**config.mk**
```make
export PLATFORM = sky130hd
export DESIGN_NAME = thermo_dwa
export DESIGN_NICKNAME = d
export VERILOG_FILES = /design/src/rtl/thermo_dwa.sv
export SDC_FILE = /design/constraint.sdc
export NUM_CORES = 1
export LEC_CHECK = 0
export CORE_UTILIZATION = 50
export DETAILED_ROUTE_END_ITERATION = 12
export HOLD_SLACK_MARGIN = 0.12
export PLACE_DENSITY = 0.73
export SYNTH_ARGS = -nofsm -noshare
export SYNTH_HDL_FRONTEND = slang
export SYNTH_SLANG_ARGS = --single-unit
```
**constraint.sdc**
```tcl
create_clock -name CLK -period 5.7 [get_ports CLK]
set_clock_uncertainty 0.15 [all_clocks]
set_input_delay 0.855 -clock CLK [delete_from_list [all_inputs] [get_ports CLK]]
set_output_delay 0.855 -clock CLK [all_outputs]
set_load 0.01 [all_outputs]
```
**src/rtl/thermo_dwa.sv**
```systemverilog
// DWA element rotator: counts the ones in a thermometer code and re-maps them
// onto a rotating window of unit elements so element mismatch is first-order shaped.
`timescale 1ns/1ps
module thermo_dwa #(
  parameter int D_WIDTH = 4,
  parameter int Q_WIDTH = 2**D_WIDTH
) (
  input  logic               CLK,
  input  logic               RST_N,
  input  logic               DWA_EN,
  input  logic               VALID_IN,
  input  logic [Q_WIDTH-1:0] Q_IN,
  input  logic               CLR_ERR,
  output logic [Q_WIDTH-1:0] Q_OUT,
  output logic               VALID_OUT,
  output logic [D_WIDTH-1:0] PTR,
  output logic               ERR
);

  localparam int NW = D_WIDTH + 1;

  // Stage-1 registers
  logic               s1_valid_q, s1_valid_d;
  logic               s1_ok_q,    s1_ok_d;
  logic [NW-1:0]      s1_n_q,     s1_n_d;
  logic [Q_WIDTH-1:0] s1_code_q,  s1_code_d;
  logic               s1_en_q,    s1_en_d;

  // Stage-2 registers
  logic [Q_WIDTH-1:0] q_out_q,     q_out_d;
  logic               valid_out_q, valid_out_d;
  logic [D_WIDTH-1:0] ptr_q,       ptr_d;
  logic               err_q,       err_d;

  logic [NW-1:0]      n_in;
  logic               code_ok;
  logic [Q_WIDTH-1:0] mask;
  logic [Q_WIDTH-1:0] rot;
  logic [D_WIDTH-1:0] idx;

  // Stage 1: popcount, bubble check, capture
  always_comb begin
    n_in = '0;
    for (int unsigned i = 0; i < Q_WIDTH; i++) begin
      n_in = n_in + NW'(Q_IN[i]);
    end
    // A bubble is any one sitting directly below a zero.
    code_ok = ~|(Q_IN[Q_WIDTH-2:0] & ~Q_IN[Q_WIDTH-1:1]);

    s1_valid_d = VALID_IN;
    s1_ok_d    = s1_ok_q;
    s1_n_d     = s1_n_q;
    s1_code_d  = s1_code_q;
    s1_en_d    = s1_en_q;
    if (VALID_IN) begin
      s1_ok_d   = code_ok;
      s1_n_d    = n_in;
      s1_code_d = Q_IN;
      s1_en_d   = DWA_EN;
    end
  end

  // Stage 2: rotate an N-wide mask by PTR and advance the pointer
  always_comb begin
    mask = ~({Q_WIDTH{1'b1}} << s1_n_q);
    rot  = '0;
    idx  = '0;
    for (int unsigned i = 0; i < Q_WIDTH; i++) begin
      idx    = D_WIDTH'(i) - ptr_q;
      rot[i] = mask[idx];
    end

    q_out_d     = q_out_q;
    ptr_d       = ptr_q;
    valid_out_d = s1_valid_q;
    err_d       = err_q & ~CLR_ERR;
    if (s1_valid_q) begin
      if (!s1_ok_q) begin
        q_out_d = '0;
        err_d   = 1'b1;
      end else if (s1_en_q) begin
        q_out_d = rot;
        // N = Q_WIDTH has all-zero low bits, so the truncated add is the full wrap.
        ptr_d   = ptr_q + s1_n_q[D_WIDTH-1:0];
      end else begin
        q_out_d = s1_code_q;
      end
    end
  end

  always_ff @(posedge CLK or negedge RST_N) begin
    if (!RST_N) begin
      s1_valid_q  <= 1'b0;
      s1_ok_q     <= 1'b0;
      s1_n_q      <= '0;
      s1_code_q   <= '0;
      s1_en_q     <= 1'b0;
      q_out_q     <= '0;
      valid_out_q <= 1'b0;
      ptr_q       <= '0;
      err_q       <= 1'b0;
    end else begin
      s1_valid_q  <= s1_valid_d;
      s1_ok_q     <= s1_ok_d;
      s1_n_q      <= s1_n_d;
      s1_code_q   <= s1_code_d;
      s1_en_q     <= s1_en_d;
      q_out_q     <= q_out_d;
      valid_out_q <= valid_out_d;
      ptr_q       <= ptr_d;
      err_q       <= err_d;
    end
  end

  assign Q_OUT     = q_out_q;
  assign VALID_OUT = valid_out_q;
  assign PTR       = ptr_q;
  assign ERR       = err_q;

endmodule

```
# ---- Yosys cells after proc, flatten, opt, wreduce, memory -nomap -nowiden
# Cells that the tools add are included.
dict set report classes {
  muxes 36
  shifts 1
  magnitude_cmp 16
  add_sub_neg 32
  reduce_logical 3
  bitwise 5
}
# cell count
set op_table {}
lappend op_table {{$lt A4 B5 Y1 const B} 16}
lappend op_table {{$bmux W1 S4} 16}
lappend op_table {{$add A5 B1 Y5} 11}
lappend op_table {{$mux W16} 2}
lappend op_table {{$sub A4 B4 Y4 const A} 8}
lappend op_table {{$mux W1} 18}
lappend op_table {{$not A16 Y16} 1}
lappend op_table {{$shl A16 B5 Y16 const A} 1}
lappend op_table {{$sub A3 B4 Y4 const A} 4}
lappend op_table {{$and A15 B15 Y15} 1}
lappend op_table {{$not A15 Y15} 1}
lappend op_table {{$reduce_or A15 Y1} 1}
lappend op_table {{$sub A1 B4 Y4 const A} 2}
lappend op_table {{$sub A2 B4 Y4 const A} 2}
lappend op_table {{$add A4 B1 Y5} 1}
lappend op_table {{$add A3 B1 Y4} 1}
lappend op_table {{$add A4 B4 Y4} 1}
lappend op_table {{$add A2 B1 Y3} 1}
lappend op_table {{$reduce_and A3 Y1} 1}
lappend op_table {{$add A1 B1 Y2} 1}
lappend op_table {{$and A1 B1 Y1} 1}
lappend op_table {{$logic_not A1 Y1} 1}
lappend op_table {{$not A1 Y1} 1}
dict set report word_totals {
  out_inout_bits 22
  ff_bits 46
  elab_cells 102
  in_bits 21
}

# ---- Longest topological paths before layout
dict set report depth {
  word_depth 15
  depth_mapped 13
}

# ---- Least setup slack after synthesis
# OpenSTA, ideal clock, no wires.
dict set report synth_path {
  path_type {in2reg}
  from {input Q_IN[0]}
  to {register s1_n_q[3]}
  setup_ns 0.125
  t_required_ns 5.425
  slack_ns 1.639
  t_arrival_ns 3.786
  n_path_buf 0
  cell_stages 11
  cell_sequence {inv_1 > fa_1 > fa_1 > fa_1 > fa_1 > inv_1 > ha_1 > a21o_1 > a21oi_1 > xnor2_1 > mux2_2}
}
dict set report synth_via {
  elab_chain_cells 15
}
# item line
set synth_lines {}
lappend synth_lines {{from (decl)} 12} ;# input logic [Q_WIDTH-1:0] Q_IN,
lappend synth_lines {{$add A1 B1 Y2} 45} ;# n_in = n_in + NW'(Q_IN[i]);
lappend synth_lines {{$add A2 B1 Y3} 45}
lappend synth_lines {{$add A3 B1 Y4} 45}
lappend synth_lines {{$add A4 B1 Y5} 45}
lappend synth_lines {{$add A5 B1 Y5 (11 in series)} 45}
lappend synth_lines {{to (signal assigned)} 105} ;# s1_n_q <= s1_n_d;
lappend synth_lines {{to (decl)} 25} ;# logic [NW-1:0] s1_n_q, s1_n_d;
# Every way passes these cells.
# A chain may end at the register's enable or synchronous reset.

# ---- Final worst setup path
dict set report layout_path {
  from {input Q_IN[5]}
  to {register s1_n_q[3]}
}
dict set report layout_via {
  elab_chain_cells 11
}
# item line
set layout_lines {}
lappend layout_lines {{$add A5 B1 Y5 (11 in series)} 45}
# Every way passes these cells.

==> impl_metrics.tcl <==
set metrics [dict create \
    syn_area_mm2 0.00351 \
    drt_iter0_drc 252 \
    io_pins 43 \
    numClockSinks 46 \
    grt_use_total 0.248 \
    gp_congestion 0.904 \
    final_cell_count_no_fill 503 \
    die_area_mm2 0.00736 \
    clock_latency_ns 0.30 \
    path_buf_inv 3 \
    yosys.area_share.simple 0.157 \
    yosysTopAreaCellShare 0.328 \
    synth_top_family_by_area "compound AO/OA/AOI/OAI gates" \
    status "finished, final reports clean" \
    reg2reg_depth 7 \
    antenna_found_initial 0 \
    yosys_warnings 0 \
    worstPathRequired_ns 5.74 \
    worst-endpoint-arrival_ns 4.42 \
    drc 0 \
    final_cell_mix "46 x dfrtp_1, 41 x clkdlybuf4s50_1, 35 x inv_1" \
    clockBufferDepth 2 \
    reg2reg_from "PTR[1]" \
    htreeDepth 2 \
    dr.pass1.iters 5 \
    port_buffers 42 \
    max_freq_ghz 0.228 \
    setup_viol 0 \
    critical_path.cell_chain "clkdlybuf4s50_1, inv_1, fa_1, fa_1, fa_1, fa_1, inv_1, ha_1, a21o_1, a21oi_1, xnor2_1, mux2_2" \
    rows 30 \
    cts-resized-gates 0 \
    post_cts_buffers 0 \
    detail_route.vias_per_cell 5.90 \
    critPathKind "primary input to flop" \
    worstMarginPinSlew_ns 1.17 \
    avgSynthCellArea_um2 9.21 \
    synth-compound-area-share 0.190 \
    grt_overflow 0 \
    grt_pass1_vias 2982 \
    rr_endpoint "Q_OUT[4]" \
    maxSlewHeadroom 0.218 \
    leakagePower_nw 1.75 \
    drv_cap 0 \
    mostFrequentLayoutCell "dfrtp_1" \
    cp_max_fo 4 \
    design_area_mm2 0.00402 \
    worst-path-stages 12 \
    synthXorXnorAreaFrac 0.0424 \
    syn_to_final_growth_pct 14.6 \
    synthArstFlopShare 1.00 \
    synthFlopType "dfrtp_1" \
    dp.cells 495 \
    hold_viol_final 0 \
    min_path_cells 1 \
    ys_types 56 \
    diodes 0 \
    num_vias 2966 \
    synth_adder_area_share 0.141 \
    cts_tree "yes" \
    dp_hpwl_um 6240 \
    ir_worst_vdd_uv 180 \
    synth_enable_flop_cells 0 \
    ys_seq_area_frac 0.328 \
    slowest_stage "fa_1" \
    r2r_slack_ns 2.76 \
    max_stage_delay_ns 0.55 \
    crit_family "adder cells" \
    wirelength_um 8340 \
    cts_buffers 5 \
    finalCriticalPeriod_ns 4.38 \
    drtAntennaViolNets 0 \
    cp-startpoint "Q_IN[5]" \
    startpoint_type "primary input" \
    ys_seq_elements 46 \
    start_util 0.516 \
    tns_ns 0 \
    grt_pass1_wl_um 14200 \
    drv_slew 0 \
    power.total_mw 1.18 \
    whs_ns 0.357 \
    path_clk_slew_ns 0.09 \
    synth_fp_nets 428 \
    hold_buffers 0 \
    period_share 0.769 \
    die_width_um 85.8 \
    core_mm2 0.00679 \
    powerDensity_mw_per_mm2 294 \
    crit_path_frequent_cell "fa_1" \
    grt_max_degree 47 \
    worstSetupEndpoint "s1_n_q[3]" \
    synth_top_area_cell "dfrtp_1" \
    rsz0062_at_grt "no" \
    syn_inst 381 \
    end_kind "flop" \
    die_h_um 85.8 \
    post_drt_wl_per_cell_um 16.6 \
    worstHoldPathType "flop to flop" \
    layout-drive-gt1-share 0.101 \
    placed_area_mm2 0.00394 \
    nets 453 \
    yosys-top-cells-area "dfrtp_1 33%, mux2_2 6.4%, fa_1 6.3%, ha_1 5.3%, inv_1 3.7%" \
    muxShareOfSynthArea 0.0728 \
    cts-root-buf "clkbuf_8" \
]
## cell usage after synthesis, types with 4 or more instances
library cell / n
nand3_1: 6
nor2b_1: 8
inv_1: 35
xor2_1: 9
nor4_1: 6
nand2_1: 26
a211oi_1: 7
a31oi_1: 5
buf_2: 9
ha_1: 15
a21oi_1: 23
o22ai_1: 5
maj3_2: 6
clkbuf_1: 14
fa_1: 11
and3_1: 9
nand4_1: 4
dfrtp_1: 46
a21o_1: 6
o21ai_0: 17
nor3_1: 8
and2_1: 4
mux2_2: 20
xnor2_1: 8
nor2_1: 16
o31ai_1: 5
nand2b_1: 4
## state kept, by name (all words and copies together) (netlist names)
register    cells
ERR             1
PTR             4
Q_OUT          16
VALID_OUT       1
s1_code_q      16
s1_en_q         1
s1_n_q          5
s1_ok_q         1
s1_valid_q      1
## report_power, final
group | leakage [nW] | switching [mW] | internal, mW
logic | 1.12 | 0.290 | 0.238
registers | 0.587 | 0.0936 | 0.357
clock network | 0.0452 | 0.116 | 0.0868
total | 1.75 | 0.501 | 0.681
## stage by stage
step | worst slack, ns | utilization
after detailed placement | 0.989 | 0.579
after floorplan | 1.64 | -
after global placement | 1.05 | 0.579
after global routing | 1.12 | 0.592
final | 1.32 | 0.592
after CTS | 1.31 | 0.592
## layer usage
metal  GRT usage  wire length (um)  vias to the layer above
met5           0                 0                        -
met4       0.102               244                        0
met3      0.0452               494                       23
met2       0.407              3850                      120
met1       0.325              3750                     1404
li1            -                 -                     1419
## how the worst min path moves through the flow
stage	from	to	slack (ns)
finish	s1_code_q[13]	s1_code_q[13]	0.36
CTS	s1_code_q[13]	s1_code_q[13]	0.36
detailed placement	s1_code_q[13]	s1_code_q[13]	0.34
global route	s1_code_q[15]	s1_code_q[15]	0.38
global placement	s1_code_q[13]	s1_code_q[13]	0.34
floorplan	s1_valid_q	VALID_OUT	0.27
## logic make-up (layout without fill, tap and decap cells)
group / Yosys count / count (layout)
adder cells (fa/ha/maj): 34 / 34
flip-flops: 46 / 46
AO/OA/AOI/OAI: 99 / 99
AND/OR/NAND/NOR: 103 / 103
XOR/XNOR: 17 / 17
buffers and inverters: 59 / 85
multiplexers: 23 / 23
## area by class of cell
type	instances	area (um2)
Fill cell	605	2770
Multi-Input combinational cell	276	2120
Sequential cell	46	1150
Timing Repair Buffer	42	415
Inverter	35	131
Tap cell	96	120
Clock buffer	6	72.6
Clock inverter	2	13.8
No activity file was read; power rests on OpenSTA's default activity.
